==> src/rtl/camera_emulator_if.sv <==
// DVP bus between the camera emulator and the camera receive path, plus the emulator's
// run controls. The master side is the emulator.
interface camera_emulator_if;
  logic       enable;
  logic [1:0] pattern_sel;
  logic       pclk;
  logic       v_sync;
  logic       h_ref;
  logic [7:0] data_out;
  logic       frame_done;
  logic       busy;

  modport master (
    input  enable,
    input  pattern_sel,
    output pclk,
    output v_sync,
    output h_ref,
    output data_out,
    output frame_done,
    output busy
  );

  modport slave (
    output enable,
    output pattern_sel,
    input  pclk,
    input  v_sync,
    input  h_ref,
    input  data_out,
    input  frame_done,
    input  busy
  );
endinterface

==> src/rtl/camera_emulator.sv <==
// OV7670-style DVP transmitter: pclk = clk_24/2, VGA frame timing and RGB565 test patterns,
// all outputs registered and updated only on pclk falling edges.
module camera_emulator #(
  parameter int unsigned H_ACTIVE = 640,
  parameter int unsigned H_BLANK  = 144,
  parameter int unsigned V_SYNC   = 3,
  parameter int unsigned V_BACK   = 17,
  parameter int unsigned V_ACTIVE = 480,
  parameter int unsigned V_FRONT  = 10
) (
  input logic               clk_24,
  input logic               reset_n,
  camera_emulator_if.master dvp_io
);

  localparam int unsigned LB       = 2 * (H_ACTIVE + H_BLANK);
  localparam int unsigned ActBytes = 2 * H_ACTIVE;
  localparam int unsigned BarW     = H_ACTIVE / 8;
  localparam int unsigned LineMax01 = (V_SYNC > V_BACK) ? V_SYNC : V_BACK;
  localparam int unsigned LineMax23 = (V_ACTIVE > V_FRONT) ? V_ACTIVE : V_FRONT;
  localparam int unsigned LineMax   = (LineMax01 > LineMax23) ? LineMax01 : LineMax23;
  localparam int unsigned ByteW    = $clog2(LB);
  localparam int unsigned LineW    = $clog2(LineMax + 1);
  localparam int unsigned BarPxW   = (BarW > 1) ? $clog2(BarW) : 1;

  typedef enum logic [2:0] {StIdle, StVsync, StVback, StActive, StVfront} state_e;

  state_e             state_q, state_d;
  logic [ByteW-1:0]   byte_q, byte_d;
  logic [LineW-1:0]   line_q, line_d;
  logic [BarPxW-1:0]  bar_px_q, bar_px_d;
  logic [2:0]         bar_idx_q, bar_idx_d;
  logic [1:0]         sel_q, sel_d;
  logic [7:0]         frame_cnt_q, frame_cnt_d;
  logic               pclk_q;
  logic               v_sync_q;
  logic               h_ref_q;
  logic [7:0]         data_q;
  logic               frame_done_q;
  logic               busy_q;

  logic               tick;
  logic               frame_end;
  logic               byte_last;
  logic               line_last;
  int unsigned        state_lines;
  logic [5:0]         x_hi;
  logic               y_bit3;
  logic [15:0]        pix;
  logic               href_d;
  logic [7:0]         data_d;

  // pclk is high on the edge before it falls, so that edge is the tick.
  assign tick = pclk_q;

  always_comb begin
    state_lines = 1;
    case (state_q)
      StVsync:  state_lines = V_SYNC;
      StVback:  state_lines = V_BACK;
      StActive: state_lines = V_ACTIVE;
      StVfront: state_lines = V_FRONT;
      default:  state_lines = 1;
    endcase
  end

  assign byte_last = (byte_q == ByteW'(LB - 1));
  assign line_last = (line_q == LineW'(state_lines - 1));

  // Counters describe the byte being driven; the registered outputs follow the next position.
  always_comb begin
    state_d     = state_q;
    byte_d      = byte_q;
    line_d      = line_q;
    bar_px_d    = bar_px_q;
    bar_idx_d   = bar_idx_q;
    sel_d       = sel_q;
    frame_cnt_d = frame_cnt_q;
    frame_end   = 1'b0;
    if (tick) begin
      if (state_q == StIdle) begin
        if (dvp_io.enable) begin
          state_d   = StVsync;
          byte_d    = '0;
          line_d    = '0;
          bar_px_d  = '0;
          bar_idx_d = '0;
          sel_d     = dvp_io.pattern_sel;
        end
      end else if (!byte_last) begin
        byte_d = byte_q + 1'b1;
        if (byte_q[0]) begin
          if (bar_px_q == BarPxW'(BarW - 1)) begin
            bar_px_d  = '0;
            bar_idx_d = bar_idx_q + 1'b1;
          end else begin
            bar_px_d = bar_px_q + 1'b1;
          end
        end
      end else begin
        byte_d    = '0;
        bar_px_d  = '0;
        bar_idx_d = '0;
        if (!line_last) begin
          line_d = line_q + 1'b1;
        end else begin
          line_d = '0;
          case (state_q)
            StVsync:  state_d = StVback;
            StVback:  state_d = StActive;
            StActive: state_d = StVfront;
            StVfront: begin
              frame_end   = 1'b1;
              frame_cnt_d = frame_cnt_q + 1'b1;
              if (dvp_io.enable) begin
                state_d = StVsync;
                sel_d   = dvp_io.pattern_sel;
              end else begin
                state_d = StIdle;
              end
            end
            default:  state_d = StIdle;
          endcase
        end
      end
    end
  end

  // x_hi is x[7:2]; checkerboard and ramp only need these pixel bits.
  assign x_hi   = 6'(byte_d >> 3);
  assign y_bit3 = |(line_d & LineW'(8));

  always_comb begin
    pix = 16'h0000;
    case (sel_d)
      2'd0: begin
        case (bar_idx_d)
          3'd0:    pix = 16'hFFFF;
          3'd1:    pix = 16'hFFE0;
          3'd2:    pix = 16'h07FF;
          3'd3:    pix = 16'h07E0;
          3'd4:    pix = 16'hF81F;
          3'd5:    pix = 16'hF800;
          3'd6:    pix = 16'h001F;
          default: pix = 16'h0000;
        endcase
      end
      2'd1:    pix = {x_hi[5:1], x_hi, x_hi[5:1]};
      2'd2:    pix = (x_hi[1] ^ y_bit3) ? 16'hFFFF : 16'h0000;
      default: pix = {frame_cnt_q, frame_cnt_q};
    endcase
  end

  assign href_d = (state_d == StActive) && (byte_d < ByteW'(ActBytes));
  assign data_d = !href_d ? 8'h00 : (byte_d[0] ? pix[7:0] : pix[15:8]);

  always_ff @(posedge clk_24 or negedge reset_n) begin
    if (!reset_n) begin
      state_q      <= StIdle;
      byte_q       <= '0;
      line_q       <= '0;
      bar_px_q     <= '0;
      bar_idx_q    <= '0;
      sel_q        <= '0;
      frame_cnt_q  <= '0;
      pclk_q       <= 1'b0;
      v_sync_q     <= 1'b0;
      h_ref_q      <= 1'b0;
      data_q       <= 8'h00;
      frame_done_q <= 1'b0;
      busy_q       <= 1'b0;
    end else begin
      pclk_q       <= ~pclk_q;
      state_q      <= state_d;
      byte_q       <= byte_d;
      line_q       <= line_d;
      bar_px_q     <= bar_px_d;
      bar_idx_q    <= bar_idx_d;
      sel_q        <= sel_d;
      frame_cnt_q  <= frame_cnt_d;
      frame_done_q <= frame_end;
      if (tick) begin
        v_sync_q <= (state_d == StVsync);
        h_ref_q  <= href_d;
        data_q   <= data_d;
        busy_q   <= (state_d != StIdle);
      end
    end
  end

  assign dvp_io.pclk       = pclk_q;
  assign dvp_io.v_sync     = v_sync_q;
  assign dvp_io.h_ref      = h_ref_q;
  assign dvp_io.data_out   = data_q;
  assign dvp_io.frame_done = frame_done_q;
  assign dvp_io.busy       = busy_q;

endmodule
==> src/flat_wrapper.sv <==
// flat-port wrapper written by rule: the top's interface ports become plain ports
module camera_emulator_flat 
#(
  parameter int unsigned H_ACTIVE = 640,
  parameter int unsigned H_BLANK  = 144,
  parameter int unsigned V_SYNC   = 3,
  parameter int unsigned V_BACK   = 17,
  parameter int unsigned V_ACTIVE = 480,
  parameter int unsigned V_FRONT  = 10
)
  (clk_24, reset_n, dvp_io_enable, dvp_io_pattern_sel, dvp_io_pclk, dvp_io_v_sync, dvp_io_h_ref, dvp_io_data_out, dvp_io_frame_done, dvp_io_busy);
  camera_emulator_if dvp_io_i ();
  input logic clk_24;
  input logic reset_n;
  input wire logic [$bits(dvp_io_i.enable)-1:0] dvp_io_enable;
  input wire logic [$bits(dvp_io_i.pattern_sel)-1:0] dvp_io_pattern_sel;
  output wire logic [$bits(dvp_io_i.pclk)-1:0] dvp_io_pclk;
  output wire logic [$bits(dvp_io_i.v_sync)-1:0] dvp_io_v_sync;
  output wire logic [$bits(dvp_io_i.h_ref)-1:0] dvp_io_h_ref;
  output wire logic [$bits(dvp_io_i.data_out)-1:0] dvp_io_data_out;
  output wire logic [$bits(dvp_io_i.frame_done)-1:0] dvp_io_frame_done;
  output wire logic [$bits(dvp_io_i.busy)-1:0] dvp_io_busy;
  assign dvp_io_i.enable = dvp_io_enable;
  assign dvp_io_i.pattern_sel = dvp_io_pattern_sel;
  assign dvp_io_pclk = dvp_io_i.pclk;
  assign dvp_io_v_sync = dvp_io_i.v_sync;
  assign dvp_io_h_ref = dvp_io_i.h_ref;
  assign dvp_io_data_out = dvp_io_i.data_out;
  assign dvp_io_frame_done = dvp_io_i.frame_done;
  assign dvp_io_busy = dvp_io_i.busy;
  camera_emulator #(.H_ACTIVE(H_ACTIVE), .H_BLANK(H_BLANK), .V_SYNC(V_SYNC), .V_BACK(V_BACK), .V_ACTIVE(V_ACTIVE), .V_FRONT(V_FRONT)) u_core (.clk_24(clk_24), .reset_n(reset_n), .dvp_io(dvp_io_i));
endmodule
==> config.mk <==
export PLATFORM = sky130hd
export DESIGN_NAME = camera_emulator_flat
export DESIGN_NICKNAME = d
export VERILOG_FILES = /design/src/rtl/camera_emulator_if.sv /design/src/rtl/camera_emulator.sv /design/src/flat_wrapper.sv
export SDC_FILE = /design/constraint.sdc
export NUM_CORES = 1
export LEC_CHECK = 0
export ABC_AREA = 1
export ABC_CLOCK_PERIOD_IN_PS = 4850
export CAP_MARGIN = 25
export CORE_AREA = 10 10 113 115
export CTS_CLUSTER_SIZE = 25
export DETAILED_ROUTE_END_ITERATION = 10
export DIE_AREA = 0 0 123 125
export GPL_TIMING_DRIVEN = 0
export PLACE_DENSITY_LB_ADDON = 0.12
export SETUP_SLACK_MARGIN = 0.15
export SYNTH_ARGS = -nofsm -noshare
export SYNTH_HDL_FRONTEND = slang
export SYNTH_SLANG_ARGS = --single-unit
==> constraint.sdc <==
create_clock -name clk_24 -period 4.85 [get_ports clk_24]
set_clock_uncertainty 0.15 [all_clocks]
set_input_delay 0.7275 -clock clk_24 [delete_from_list [all_inputs] [get_ports clk_24]]
set_output_delay 0.7275 -clock clk_24 [all_outputs]
set_load 0.01 [all_outputs]
==> out/results.tsv, run 1 <==
metric	value	unit
status	finished clean	
Slew @ Worst Pin	0.7134	ns
CP bufs+invs	3	
Via Count	3028	
ratio of cells with drive above 1 in the final layout	0.09960	
Root Buffer	clkbuf_8	
largest net degree at the start of global routing	31	
Leak	0.002039	uW
I/O Buffers	17	
syn_nets	487	
row count	38	
CTS tree	yes	
Reg clk slew, reported paths	0.11	ns
peak supply drop	0.0001176	V
PD cells	207.9	mW/mm2
Final Critical Period	3.217	ns
per-cell routed wire length	13.19	um
Fill cells	1143	
Post-CTS Setup Bufs	0	
leading post-synthesis cells by cell area	dfrtp_1 41%, nand2_1 15%, nand3_1 6.3%, inv_1 6.0%, nor2_1 6.0%	
setup violators final	0	
Die ar.	0.01538	mm2
core area	0.01060	mm2
Nets	512	
worst r2r dst	u_core.dvp_io.data_out[7]	
top-area cell type share of the netlist area	0.4103	
Setup CP Type	reg -> reg	
Max-Slew Margin vs Limit	0.5244	
syn_area_per_cell	7.176	um2
post-synthesis sequential area ratio	0.4103	
H-tree depth	2	
clock sinks	56	
DP HPWL	6619	um
Remaining Overflow, GRT	0	
GR Util All Layers	0.1192	
ys async rst share	1.000	
R2R depth	23	
Die Y	125	um
total power	808.0	uW
Syn Std Cell Area	0.003416	mm2
Vias/cell	4.717	
critical path endpoint category	flip-flop	
most frequent CP cell	nand2_1	
Worst R2R Setup Slack	1.63	ns
Hold Crit Class	in -> async	
initial DRC count	157	
Post-synth top cells	134 x nand2_1, 56 x dfrtp_1, 55 x inv_1, 55 x nor2_1, 43 x nand3_1	
worst-path maximum fanout	8	
WP data arrival	3.30	ns
number of distinct library cells after synthesis	38	
ANT nets after route	0	
Final Max Slew Viols	0	
area leader, netlist	dfrtp_1	
IO Pins	18	
final hold violations	0	
Syn Inst Count	476	
crit path launch type	flip-flop	
top-count cell post-synth	nand2_1	
antenna violations before repair	0	
worst path required time	4.93	ns
Tcrit/Tclk final	0.6633	
# DRC	0	
largest stage delay on the critical path	0.37	ns
Total Neg Setup Slack	0	ns
Syn-to-layout area delta	13.81	%
Max-Cap Viols	0	
slowest CP cell	dfrtp_1	
initial core utilization	0.3222	
RSZ-0062 raised after global routing	no	
EDFF count, synth	0	
#FFs+latches synth	56	
# diodes	0	
yosys warns	0	
CTS buffer count	5	
CP top delay family	simple AND/OR/NAND/NOR gates	
worst setup margin	1.633	ns
clk buf depth	2	
Placer Congestion	0.8255	
ys flop type	dfrtp_1	
die width	123	um
vias in the first global route	3088	
Place WS	1.628	ns
fmax	310.8	MHz
First-pass DRT Iterations	4	
cts hold-fix bufs	0	
# resized after CTS	0	
Reg-to-Reg Start	u_core.state_q[1]	
DRT Wirelength	8471	um
global-route wire length before repair	15150	um
CP cell instances	buf_2, inv_1, nand3_2, ha_1, inv_1, nand2_1, nand3_1, nor2_1, nand2_1, nor2_2, nand3_2, nand2_2, nand2_1, nand2_1, nand2_1, nand2_1, nor2_1, nor2_1, nand2_1, nand2_1, nand2_1, nand2_1, nand2_1	
Worst-Skew Late Latency	0.32	ns
==> how the worst max path moves through the flow <==
stage / from / end / slack [ns] / cells past startpoint
after floorplan: u_core.state_q[1] / u_core.dvp_io.data_out[4] / 2.12 / 23
after global placement: reset_n / u_core.dvp_io.data_out[2] / 0.90 / 1
after detailed placement: u_core.state_q[1] / u_core.dvp_io.data_out[7] / 1.63 / 23
after CTS: u_core.state_q[1] / u_core.dvp_io.data_out[7] / 1.62 / 23
after global routing: u_core.state_q[1] / u_core.dvp_io.data_out[4] / 1.23 / 23
final: u_core.state_q[1] / u_core.dvp_io.data_out[7] / 1.63 / 23
==> per-layer routing <==
| metal | vias up | global-route usage | wire length, um |
|---|---|---|---|
| met4 | 0 | 0.03153 | 110 |
| li1 | 1575 | - | - |
| met1 | 1400 | 0.1558 | 4101 |
| met3 | 12 | 0.03060 | 341 |
| met5 | - | 0 | 0 |
| met2 | 41 | 0.1904 | 3919 |
==> cell usage in the layout (no fill, tap or decap), drive strengths merged, types with 2 or more instances in the layout <==
| cell | synthesis | final |
|---|---|---|
| o211ai | 3 | 3 |
| xor2 | 10 | 10 |
| nor3b | 2 | 2 |
| o22ai | 6 | 6 |
| a21oi | 12 | 12 |
| inv | 68 | 69 |
| clkbuf | 3 | 9 |
| nand4 | 7 | 7 |
| nand3b | 3 | 3 |
| nor4 | 5 | 5 |
| o21ai | 17 | 17 |
| dfrtp | 56 | 56 |
| ha | 6 | 6 |
| buf | 3 | 5 |
| nor3 | 15 | 15 |
| nand3 | 46 | 46 |
| nand2 | 140 | 140 |
| xnor2 | 4 | 4 |
| clkdlybuf4s50 | 0 | 16 |
| a22oi | 2 | 2 |
| nor2 | 63 | 63 |
==> worst register-to-register path, cell delays in order, from the launching register on <==
cell and delay [ns]:
dfrtp_1 0.37, buf_2 0.16, inv_1 0.10, nand3_2 0.16, ha_1 0.35, inv_1 0.04, nand2_1 0.05, nand3_1 0.07
nor2_1 0.13, nand2_1 0.08, nor2_2 0.11, nand3_2 0.17, nand2_2 0.19, nand2_1 0.06, nand2_1 0.05, nand2_1 0.15
nand2_1 0.15, nor2_1 0.05, nor2_1 0.20, nand2_1 0.08, nand2_1 0.08, nand2_1 0.05, nand2_1 0.06, nand2_1 0.05
==> stage by stage <==
step	std cells	hold slack (ns)	instance area (um2)	util
finish	642	0.2948	3887	0.3667
detailed placement	634	0.3122	3776	0.3561
CTS	642	0.3105	3887	0.3667
global route	642	0.3369	3887	0.3667
floorplan	476	0.2819	3416	-
global placement	633	0.3141	3761	0.3547
==> final cells by class <==
cell class / instances / area, um2 / area share
plain buffers: 6 / 28.78 / 0.007403
flip-flops and latches: 56 / 1401 / 0.3605
multi-input cells: 346 / 1730 / 0.4451
well taps: 140 / 175.2 / 0.04506
inverters: 68 / 255.2 / 0.06566
repair buffers: 18 / 185.2 / 0.04763
clock buffers: 6 / 72.57 / 0.01867
clock inverters: 2 / 38.79 / 0.009977
==> registers in the layout, indices dropped and copies added (netlist names) <==
signal / count
u_core.bar_idx_q: 3
u_core.bar_px_q: 7
u_core.byte_q: 11
u_core.dvp_io.busy: 1
u_core.dvp_io.data_out: 8
u_core.dvp_io.frame_done: 1
u_core.dvp_io.h_ref: 1
u_core.dvp_io.pclk: 1
u_core.dvp_io.v_sync: 1
u_core.frame_cnt_q: 8
u_core.line_q: 9
u_core.sel_q: 2
u_core.state_q: 3
==> cells by family after synthesis <==
group,synth area share
xor+xnor,0.03590
fa+ha+maj,0.02198
simple gates,0.3711
buf+inv,0.08315
flops,0.4103
compound gates,0.07765
==> where the power goes <==
part | internal [uW] | switching (uW)
Combinational | 4.48 | 11.1
Clock | 157 | 169
Sequential | 467 | 0
Total | 628 | 180
Note: power is estimated with default switching activity, not from simulation.
==> run 2, diff against run 1 <==
--- a/config.mk
+++ b/config.mk
@@ -6,7 +6,7 @@
 export NUM_CORES = 1
 export LEC_CHECK = 0
 export ABC_AREA = 1
-export ABC_CLOCK_PERIOD_IN_PS = 4850
+export ABC_CLOCK_PERIOD_IN_PS = 3200
 export CAP_MARGIN = 25
 export CORE_AREA = 10 10 113 115
 export CTS_CLUSTER_SIZE = 25
==> constraint.sdc (replaced) <==
create_clock -name clk_24 -period 3.2 [get_ports clk_24]
set_clock_uncertainty 0.15 [all_clocks]
set_input_delay 0.48 -clock clk_24 [delete_from_list [all_inputs] [get_ports clk_24]]
set_output_delay 0.48 -clock clk_24 [all_outputs]
set_load 0.01 [all_outputs]
==> run 2 against run 1 <==
  * Critical path depth decreased by 1
  * Worst setup slack got worse by 1.4 ns
  * Sequential power up 51%
  * Largest cell class unchanged
  * Non-clock buffer count rose by 19
  * Wire length up 5.3%
  * Global-route usage rose by 0.055 points
  * Sequential share of layout area down 2.5 points
  * Via count rose by 3.8%
  * First-iteration DRC count is 7.6% lower
  * Register-to-register slack got worse by 1.4 ns
  * Critical path type unchanged
  * Clock power increased by 52%
  * Cell area up 7.6%
==> out/results.tsv, run 2 (synthesis results as in run 1) <==
metric	value	unit
R2R depth	22	
commonest non-fill, non-tap cell in the layout	nand2_1	
Slew @ Worst Pin	0.7181	ns
clock sinks	56	
Fill cells	1127	
setup violators final	0	
Via Count	3143	
Die Y	125	um
Reg-to-Reg Start	u_core.state_q[2]	
core area	0.01060	mm2
crit path launch type	flip-flop	
GR Util All Layers	0.1198	
I/O Buffers	17	
Max-Slew Margin vs Limit	0.5212	
Worst-Skew Late Latency	0.33	ns
First-pass DRT Iterations	4	
Max-Cap Viols	0	
largest net degree at the start of global routing	31	
clk buf depth	2	
most frequent cells in the layout	130 x nand2_1, 54 x dfrtp_1, 53 x inv_1, 47 x nor2_1, 40 x nand3_1	
initial DRC count	145	
largest reg by FF count	u_core.byte_q	
Post-DP Area	0.003776	mm2
IO Pins	18	
Placer Congestion	0.8255	
DRT Wirelength	8919	um
final hold violations	0	
Setup CP Type	reg -> reg	
worst path required time	3.33	ns
worst-path maximum fanout	5	
Syn-to-layout area delta	22.45	%
# diodes	0	
critical path endpoint category	flip-flop	
CTS buffer count	5	
Register Area	0.001404	mm2
Final Util	0.3945	
Root Buffer	clkbuf_8	
vias in the first global route	3116	
die width	123	um
Reg clk slew, reported paths	0.11	ns
Tcrit/Tclk final	0.9138	
ANT nets after route	0	
Multi-input gate area	0.001864	mm2
WP data arrival	3.05	ns
per-cell routed wire length	13.47	um
Final Non-Filler Cells	662	
worst setup margin	0.2759	ns
Worst R2R Setup Slack	0.28	ns
ratio of cells with drive above 1 in the final layout	0.1762	
Final Critical Period	2.924	ns
Nets	532	
peak supply drop	0.0001780	V
Place WS	-0.02238	ns
H-tree depth	2	
status	finished clean	
row count	38	
# DRC	0	
Final Max Slew Viols	0	
Hold Crit Class	in -> async	
initial core utilization	0.3222	
Regs by FF count	u_core.byte_q (11), u_core.line_q (9)	
placed cell count	634	
RSZ-0062 raised after global routing	yes	
Vias/cell	4.748	
global-route wire length before repair	15240	um
worst r2r dst	u_core.dvp_io.data_out[7]	
Leak	0.002154	uW
Remaining Overflow, GRT	0	
cts hold-fix bufs	0	
PD cells	293.2	mW/mm2
fmax	342.0	MHz
Die ar.	0.01538	mm2
CTS tree	yes	
max reg flops	11	
final instance area	0.004183	mm2
DP HPWL	6619	um
antenna violations before repair	0	
## run 2: changes by cell type in the layout (fill, tap and decap cells not counted), moves of 3 or more
cell     before  now
buf_4         1   19
nand2_1     134  130
nand3_1      43   40
nand3_4       0    3
nor2_1       55   47
nor2_2        6   12
## run 2: layout make-up
| cell class | instances | share of cell area |
|---|---|---|
| multi-input combinational | 347 | 0.4457 |
| sequential | 56 | 0.3356 |
| timing repair buffer | 37 | 0.07927 |
| inverter | 68 | 0.06222 |
| tap | 140 | 0.04188 |
| clock buffer | 6 | 0.01735 |
| clock inverter | 2 | 0.009273 |
| buffer | 6 | 0.008675 |
## run 2: per-stage QoR
step / total power (uW) / hold WS [ns] / TNS [ns]
after floorplan: 722.7 / 0.03441 / 0
after global placement: 744.5 / 0.3141 / -28.05
after detailed placement: 746.5 / 0.3122 / -0.04947
after CTS: 1249 / 0.06301 / 0
after global routing: 1277 / 0.08966 / 0
final: 1227 / 0.04622 / 0
## run 2: what timing repair did
action	4_1_cts	5_1_grt
setup buffers	3	16
endpoints found under the hold margin	0	0
gates resized for setup	8	31
endpoints found under the setup margin	8	13
pin swaps	2	11
cloned	0	1
## run 2: layer usage
| layer | global-route usage | vias up | part of all wire |
|---|---|---|---|
| li1 | - | 1617 | - |
| met1 | 0.1558 | 1476 | 0.48 |
| met2 | 0.1922 | 40 | 0.47 |
| met3 | 0.03060 | 10 | 0.037 |
| met4 | 0.03153 | 0 | 0.011 |
| met5 | 0 | - | 0 |
## run 2: worst max-delay path, cell delays in order, from the launching register on
cell     delay (ns)
dfrtp_2        0.45
inv_2          0.11
nand3_4        0.10
inv_2          0.09
ha_4           0.21
nand2_1        0.08
nand3_2        0.08
nor2_2         0.10
nand2_1        0.08
nor2_2         0.17
nand3_4        0.14
nand2_4        0.12
buf_4          0.11
nand3_1        0.07
nand2_2        0.14
nand2_2        0.08
nor2_4         0.22
nor2_2         0.09
nand2_1        0.06
nand2_1        0.06
nand2_1        0.06
nand2_1        0.05
nand2_1        0.06
## run 2: worst max-delay path by stage
stage,startpoint,to,slack (ns)
after floorplan,u_core.state_q[1],u_core.dvp_io.data_out[4],0.47
after global placement,reset_n,u_core.dvp_io.data_out[2],-0.51
after detailed placement,u_core.state_q[1],u_core.dvp_io.data_out[7],-0.02
after CTS,u_core.byte_q[0],u_core.dvp_io.data_out[7],0.17
after global routing,u_core.state_q[2],u_core.dvp_io.data_out[3],0.11
final,u_core.state_q[2],u_core.dvp_io.data_out[7],0.28
## run 2: power by group
group / internal, uW / switching, uW / total, uW / leakage (uW)
sequential: 707 / 0 / 707 / 0.000688
combinational: 6.80 / 17.0 / 23.8 / 0.00141
clock: 237 / 258 / 496 / 0.0000558
total: 951 / 275 / 1230 / 0.00215
==> run 3, diff against run 2 <==
--- a/config.mk
+++ b/config.mk
@@ -8,10 +8,12 @@
 export ABC_AREA = 1
 export ABC_CLOCK_PERIOD_IN_PS = 3200
 export CAP_MARGIN = 25
-export CORE_AREA = 10 10 113 115
+export CORE_AREA = 2 2 105 107
+export CTS_CLUSTER_DIAMETER = 80
 export CTS_CLUSTER_SIZE = 25
 export DETAILED_ROUTE_END_ITERATION = 10
-export DIE_AREA = 0 0 123 125
+export DIE_AREA = 0 0 107 109
+export DONT_BUFFER_PORTS = 1
 export GPL_TIMING_DRIVEN = 0
 export PLACE_DENSITY_LB_ADDON = 0.12
 export SETUP_SLACK_MARGIN = 0.15
==> run 3 against run 2 <==
  * Count of clock-buffer cells in the layout did not move
  * Hold slack improved by 0.26 ns
  * Maximum frequency rose by 1.5%
  * Non-clock buffer count fell by 25
  * Worst setup slack improved by 0.044 ns
  * Via count fell by 4.2%
  * Wire length fell by 3.8%
  * Core utilization fell by 1.5 points
  * Total power rose by 0.61%
  * Highest routed layer unchanged
  * Cell area fell by 3.9%
==> out/results.tsv, run 3 (synthesis results as in run 1) <==
metric	value	unit
status	finished clean	
core area	0.01060	mm2
antenna violations before repair	0	
placed cell count	616	
Remaining Overflow, GRT	0	
fmax	347.3	MHz
CTS tree	yes	
row count	38	
RSZ-0062 raised after global routing	yes	
CTS buffer count	5	
Final Non-Filler Cells	636	
total power	1234	uW
Placer Congestion	0.7950	
vias in the first global route	3033	
I/O Buffers	0	
per-cell routed wire length	13.49	um
First-pass DRT Iterations	4	
clk buf depth	2	
initial core utilization	0.3222	
Post-DP Area	0.003591	mm2
Total Neg Setup Slack	0	ns
Nets	506	
DRT Wirelength	8581	um
Worst-Skew Late Latency	0.32	ns
Syn-to-layout area delta	17.66	%
clock sinks	56	
WP data arrival	2.99	ns
GR Util All Layers	0.1610	
initial DRC count	99	
Final Critical Period	2.880	ns
Via Count	3011	
Regs by FF count	u_core.byte_q (11), u_core.line_q (9)	
crit path launch type	flip-flop	
Reg clk slew, reported paths	0.11	ns
peak supply drop	0.0001634	V
Max-Cap Viols	0	
Vias/cell	4.734	
commonest non-fill, non-tap cell in the layout	nand2_1	
final hold slack	0.3094	ns
PD cells	307.0	mW/mm2
Die Y	109	um
global-route wire length before repair	14900	um
Slew @ Worst Pin	0.7143	ns
ANT nets after route	0	
most frequent cells in the layout	127 x nand2_1, 54 x inv_1, 54 x dfrtp_1, 50 x nor2_1, 37 x nand3_1	
IO Pins	18	
setup violators final	0	
largest reg by FF count	u_core.byte_q	
# diodes	0	
critical path endpoint category	flip-flop	
final instance area	0.004019	mm2
Leak	0.002081	uW
worst-path maximum fanout	6	
die width	107	um
final hold violations	0	
H-tree depth	2	
Final Max Slew Viols	0	
Tcrit/Tclk final	0.8999	
Die ar.	0.01166	mm2
Max-Slew Margin vs Limit	0.5201	
worst path required time	3.31	ns
Root Buffer	clkbuf_8	
# DRC	0	
Setup CP Type	reg -> reg	
DP HPWL	6356	um
Hold Crit Class	in -> reg	
largest net degree at the start of global routing	57	
max reg flops	11	
ratio of cells with drive above 1 in the final layout	0.1694	
## run 3: metal layers
metal	vias up	wire length, um	track usage
met4	0	69	0.03803
li1	1573	-	-
met5	-	0	0
met2	36	4169	0.2775
met1	1396	3982	0.2110
met3	6	359	0.02869
## run 3: worst max-delay path, stage by stage (launching register included)
cell and delay [ns]:
dfrtp_2 0.47, inv_4 0.10, nand3_4 0.10, ha_4 0.28, inv_1 0.03, nand2_1 0.06, nand3_2 0.07, nor2_2 0.13
nand2_2 0.08, nor2_4 0.14, nand3_4 0.12, nand2_4 0.14, nand2_4 0.07, nand2_1 0.10, nand2_2 0.06, buf_4 0.14
nand2_2 0.06, buf_4 0.13, nor2_1 0.04, nor2_1 0.19, nand2_1 0.09, nand2_1 0.06
## run 3: final timing paths
kind                            slack [ns]  depth (start not counted)                         to             startpoint
worst max-delay path                  0.32                         21  u_core.dvp_io.data_out[2]      u_core.state_q[0]
worst max register to register        0.32                         21  u_core.dvp_io.data_out[2]      u_core.state_q[0]
max in group asynchronous             2.10                          2          u_core.state_q[0]                reset_n
worst min-delay path                  0.31                          3            u_core.sel_q[1]  dvp_io_pattern_sel[1]
worst min register to register        0.33                          1      u_core.frame_cnt_q[7]  u_core.frame_cnt_q[7]
min in group asynchronous             0.54                          2         u_core.bar_px_q[1]                reset_n
## run 3: area by class of cell
| cell class | count | area (um2) |
|---|---|---|
| fillers | 1107 | 6584 |
| multi-input cells | 346 | 1906 |
| flip-flops and latches | 56 | 1404 |
| inverters | 68 | 260.3 |
| well taps | 140 | 175.2 |
| repair buffers | 12 | 116.4 |
| clock buffers | 6 | 82.58 |
| clock inverters | 2 | 38.79 |
| plain buffers | 6 | 36.28 |
## run 3: stage by stage
step	util	setup slack [ns]
after global placement	0.3387	0.03200
after floorplan	-	0.4739
after global routing	0.3790	0.1004
after CTS	0.3591	0.1512
final	0.3790	0.3202
after detailed placement	0.3387	-0.03511
## run 3: report_power, final
part	total (uW)	switching (uW)	leakage (uW)	internal [uW]
clock network	506	249	0.0000614	257
logic	21.2	16.1	0.00133	5.09
registers	707	0	0.000688	707
total	1230	265	0.00208	969
## run 3: repair_timing
| item | in CTS | in global routing |
|---|---|---|
| hold buffers | 2 | 0 |
| resized for setup | 11 | 37 |
| endpoints found under the hold margin | 56 | 0 |
| pin swaps | 1 | 15 |
| setup buffers | 1 | 9 |
| endpoints found under the setup margin | 8 | 13 |
| cloned | 0 | 0 |
==> RTL edit 1, RTL diff (config.mk and constraints of run 3) <==
`V_FRONT` is set to 10 in 2 places; all go to 5.
--- a/src/rtl/camera_emulator.sv
+++ b/src/rtl/camera_emulator.sv
@@ -8,3 +8,3 @@
   parameter int unsigned V_ACTIVE = 480,
-  parameter int unsigned V_FRONT  = 10
+  parameter int unsigned V_FRONT  = 5
 ) (
--- a/src/flat_wrapper.sv
+++ b/src/flat_wrapper.sv
@@ -8,3 +8,3 @@
   parameter int unsigned V_ACTIVE = 480,
-  parameter int unsigned V_FRONT  = 10
+  parameter int unsigned V_FRONT  = 5
 )
Formal check against the unedited RTL: no difference found for any inputs over 10 cycles, from zero or initial values and one cycle with reset_n low; that may be too few to reach the edited logic, so the function may still have changed.
==> RTL edit 1 against run 3 <==
  * Sequential cell count did not move
  * Synthesized area fell by 0.11%
  * Global-route usage is 0.61 points lower
  * Maximum frequency down 4.9%
  * Total power down 6.8%
  * Largest power group unchanged
  * Hold slack worse by 0.045 ns
  * Worst setup slack got worse by 0.15 ns
  * Design area shrank 0.31%
  * Largest cell class unchanged
  * Wire length down 3.7%
==> RTL edit 1: results (changes against run 3) <==
Logic synthesis
  • Synth warn: 0 (unchanged)
  • Synth top cells by count: 133 x nand2_1, 65 x inv_1, 56 x dfrtp_1 (was 134 x nand2_1, 56 x dfrtp_1, 55 x inv_1, 55 x nor2_1, 43 x nand3_1)
  • Synth Instances: 459 (was 476)
  • Mapped Nets: 470 (was 487)
  • Main area contributors after synthesis: dfrtp_1 41%, nand2_1 15%, inv_1 7.2%, nand3_1 5.6%, xor2_1 4.6% (was dfrtp_1 41%, nand2_1 15%, nand3_1 6.3%, inv_1 6.0%, nor2_1 6.0%)
  • Yosys cell types: 37 (was 38)
  • Synth top area share: 41.07% (was 41.03%)
  • Async set-reset flop share out of synthesis: 100.0% (unchanged)

Power
  • Max VDD drop: 0.1547 mV (was 0.1634 mV)
  • Overall power: 1.150 mW (was 1.234 mW)
  • Sequential share of power: 61.5% (was 57.3%)
  • Leak: 2.058 nW (was 2.081 nW)
  • Clock power share: 36.6% (was 41.0%)
  • Switching Power: 0.2793 mW (was 0.2651 mW)
  • Pwr Density: 287.0 nW/um^2 (was 307.0 nW/um^2)

Drt
  • Initial DRC count: 153 (was 99)
  • Vias per cell: 4.764 (was 4.734)
  • Wire length reported by the detailed router: 8.260 mm (was 8.581 mm)
  • DR pass1 iterations: 5 (was 4)

Placed design
  • Dpl cells: 599 (was 616)
  • Placer Congestion: 0.7776 (was 0.7950)
  • Pre-CTS setup slack: -0.1413 ns (was -0.03511 ns)
  • Post-DP HPWL: 5.977 mm (was 6.356 mm)

STA
  • Worst-Margin Slew: 0.5603 ns (was 0.7143 ns)
  • Setup_tns: 0 ns (unchanged)
  • Final Hold Slack: 0.2648 ns (was 0.3094 ns)

Run status
  • Status: finished, final reports clean (unchanged)

Clocking
  • Worst skew pair latency: 0.33 ns
  • H-Tree Depth: 2 (unchanged)

Finish
  • Layout cells sized above 1: 19.14% (was 16.94%)
  • Fraction of area in multi-input gates: 46.44% (was 47.42%)
  • Final #Nets: 496 (was 506)
  • Buffers, non-clock: 21 (was 18)
  • Fillers: 1124 (was 1107)
  • Inverters: 79 (was 68)
  • ClkCell Share: 2.280% (was 3.020%)
  • Non-clock buffer share: 4.403% (was 3.798%)
  • Multi-input gates: 322 (was 346)

Worst setup path
  • CP arrival: 3.10 ns (was 2.99 ns)
  • Crit Reg-Reg Endpoint: u_core.frame_cnt_q[7] (was u_core.dvp_io.data_out[2])
  • Reg2Reg Depth: 18 (was 21)

Worst hold path
  • Hold Path Origin: dvp_io_pattern_sel[0] (was dvp_io_pattern_sel[1])
  • Hold EP: u_core.sel_q[0] (was u_core.sel_q[1])
  • Hold depth: 2 (was 3)

Global routing
  • First-pass GRT wire length: 14.29 mm (was 14.90 mm)
  • Total GRT Usage: 15.49% (was 16.10%)
## RTL edit 1: changes by cell type after synthesis, sizes merged, moves of 3 or more
| cell | change |
|---|---|
| nor2 | -35 |
| inv | +11 |
| o21ai | +10 |
| xor2 | +8 |
| nor4 | -4 |
| xnor2 | -4 |
| nand4 | -3 |
## RTL edit 1: kinds of logic after synthesis
logic type               synth area share, %
AO/OA/AOI/OAI                          8.655
buffers and inverters                  9.057
adder cells (fa/ha/maj)                2.200
AND/OR/NAND/NOR                        34.40
XOR/XNOR                               4.620
flip-flops                             41.07
## RTL edit 1: timing repair
action,CTS,global route
setup buffers,11,5
gates cloned,1,0
hold buffers,2,0
endpoints found under the hold margin,56,0
gates resized for setup,20,21
pin swaps,14,22
endpoints found under the setup margin,16,14
## RTL edit 1: routing by layer
layer	vias up	wire, microns	track usage [%]
met5	-	0	0
met4	0	100	3.989
met3	9	239	2.331
li1	1514	-	-
met1	1410	4139	21.60
met2	49	3781	25.25
==> RTL edit 2, RTL diff (settings of run 3) <==
Made on the original files. Reset style: synchronous (`reset_n`), changed in one clocked block.
--- a/src/rtl/camera_emulator.sv
+++ b/src/rtl/camera_emulator.sv
@@ -156,3 +156,3 @@
 
-  always_ff @(posedge clk_24 or negedge reset_n) begin
+  always_ff @(posedge clk_24) begin
     if (!reset_n) begin
Behaviour: differs if reset_n is asserted again (counterexample within 4 cycles, from zero or initial values and one cycle with reset_n low); with reset_n held inactive, the same outputs for 10 cycles.
==> RTL edit 2 against run 3 <==
  * Worst setup slack gained 0.028 ns
  * Non-clock buffer count decreased by 6
  * Synthesized area fell by 3.6%
  * Sequential share of layout area shrank 4.0 points
  * Design area fell by 9.5%
  * Sequential cell count unchanged
  * Maximum frequency grew 0.99%
  * Wire length down 2.1%
  * Die area did not move
Power is not compared: it rests on default switching activity, and its combinational part moved more than twofold at a synthesized area within 25%.
==> RTL edit 2: results (changes against run 3) <==
Logic synthesis
  • Post-synth top flop: dfxtp_1 (was dfrtp_1)
  • Seq/Total Area, Yosys: 34.03% (was 41.03%)
  • Post-Synth XOR/XNOR Area: 1.861% (was 3.590%)
  • Async set-reset flop share out of synthesis: 0% (was 100.0%)
  • Synth top area share: 34.03% (was 41.03%)
  • Post-synthesis adder-cell area fraction: 2.279% (was 2.198%)
  • Mux cell area share after synthesis: 0.3038% (was 0%)
  • Synth warn: 0 (unchanged)
  • Synth top cells by count: 154 x nand2_1, 61 x nor2_1, 60 x inv_1 (was 134 x nand2_1, 56 x dfrtp_1, 55 x inv_1, 55 x nor2_1, 43 x nand3_1)
  • Main area contributors after synthesis: dfxtp_1 34%, nand2_1 18%, nor2_1 7.0%, inv_1 6.8%, nand3_1 4.6% (was dfrtp_1 41%, nand2_1 15%, nand3_1 6.3%, inv_1 6.0%, nor2_1 6.0%)
  • Mapped Nets: 523 (was 487)
  • Compound-Gate Fraction of Synth Area: 10.67% (was 7.766%)
  • Yosys cell types: 41 (was 38)

Finish
  • Layout cells sized above 1: 12.21% (was 16.94%)
  • Largest register by flop count: u_core.byte_q (unchanged)
  • Final #Nets: 534 (was 506)
  • Largest regs: u_core.byte_q (11), u_core.line_q (9) (unchanged)

Drt
  • Wirelength per Cell: 12.65 microns (was 13.49 microns)
  • Via Count: 3110 (was 3011)
  • DR pass1 iterations: 4 (unchanged)
  • Initial DRC count: 160 (was 99)

Worst setup path
  • CP arrival: 2.93 ns (was 2.99 ns)
  • Slowest stage delay, CP: 0.31 ns (was 0.47 ns)
  • Slowest CP cell: dfxtp_1 (was dfrtp_2)
  • CP Max Fanout: 10 (was 6)

Global routing
  • Largest net degree at the start of global routing: 18 (was 57)
  • First-pass GRT wire length: 14.09 mm (was 14.90 mm)
  • Antenna violations before repair: 0 (unchanged)
  • Vias in the first global route: 3003 (was 3033)
  • Total GRT Usage: 15.16% (was 16.10%)

Clocking
  • CTS clk-pin slew, worst paths: 0.11 ns (about the same)
  • CTS Hold Bufs: 0 (was 2)
  • Bufs on Longest Clock Path: 2 (unchanged)
  • H-Tree Depth: 2 (unchanged)
  • Num CTS Buffers: 5 (unchanged)

Power
  • Leak: 1.568 nW
  • Max VDD drop: 0.1813 mV

Run status
  • Status: finished, final reports clean (unchanged)

STA
  • Worst-Margin Slew: 0.6973 ns (was 0.7143 ns)

Placed design
  • Placer Congestion: 0.7997 (was 0.7950)
  • I/O Buffers: 0 (unchanged)
  • Post-DP HPWL: 6.492 mm (was 6.356 mm)
==> RTL edit 2: final timing paths <==
kind                startpoint                   endpoint  slack, ns  cells past startpoint
max          u_core.state_q[1]  u_core.dvp_io.data_out[7]       0.35                     24
min                    reset_n          u_core.state_q[0]       0.16                      2
max reg2reg  u_core.state_q[1]  u_core.dvp_io.data_out[7]       0.35                     24
min reg2reg   u_core.byte_q[1]           u_core.byte_q[1]       0.34                      2
==> RTL edit 2: what timing repair did <==
action                                  CTS  global route
endpoints found under the setup margin    0            10
gates resized for setup                   0            12
setup buffers                             0             4
==> RTL edit 2: per-stage QoR <==
stage	hold WS [ns]	std cells	setup slack, ns	total power, mW	instance area, sq um
after floorplan	0.2935	512	0.6088	0.8939	3294
after CTS	0.1463	660	0.1835	1.356	3558
after global placement	0.3174	652	0.2342	0.9429	3470
after global routing	0.1495	664	0.1370	1.420	3636
after detailed placement	0.3198	652	0.2050	0.9441	3470
final	0.1632	664	0.3484	1.343	3636
==> RTL edit 2: routing by layer <==
layer / global-route usage, % / part of all wire, % / up-vias
met4: 3.803 / 1.4 / 0
met2: 25.71 / 46 / 28
met3: 2.510 / 1.9 / 10
met5: 0 / 0 / -
met1: 20.13 / 51 / 1424
li1: - / - / 1648
==> RTL edit 2: power by group <==
part	internal [mW]	total, mW	switching [mW]
logic	0.0636	0.212	0.148
registers	0.708	0.722	0.0143
clock network	0.157	0.410	0.253
total	0.928	1.34	0.415
==> RTL edit 2: critical path, delay by kind of cell, from the launching register on <==
family                     cells  cell delay, ns
and+or+nand+nor               20            1.65
DFF                            1            0.31
adders and majority gates      1            0.27
buffers and inverters          3            0.35
==> RTL edit 2: kinds of logic after synthesis <==
family,count (synthesis)
and+or+nand+nor,296
buffers and inverters,86
AOI/OAI and AO/OA,60
DFF,56
xor gates and xnor gates,7
adders and majority gates,6
muxes,1
==> RTL edit 2: cell type report <==
class / count / area (sq um)
fillers: 1188 / 6967
clock inverters: 2 / 16.27
inverters: 78 / 294.0
multi-input cells: 370 / 1879
flip-flops and latches: 56 / 1126
repair buffers: 4 / 30.03
plain buffers: 8 / 42.54
clock buffers: 6 / 72.57
well taps: 140 / 175.2
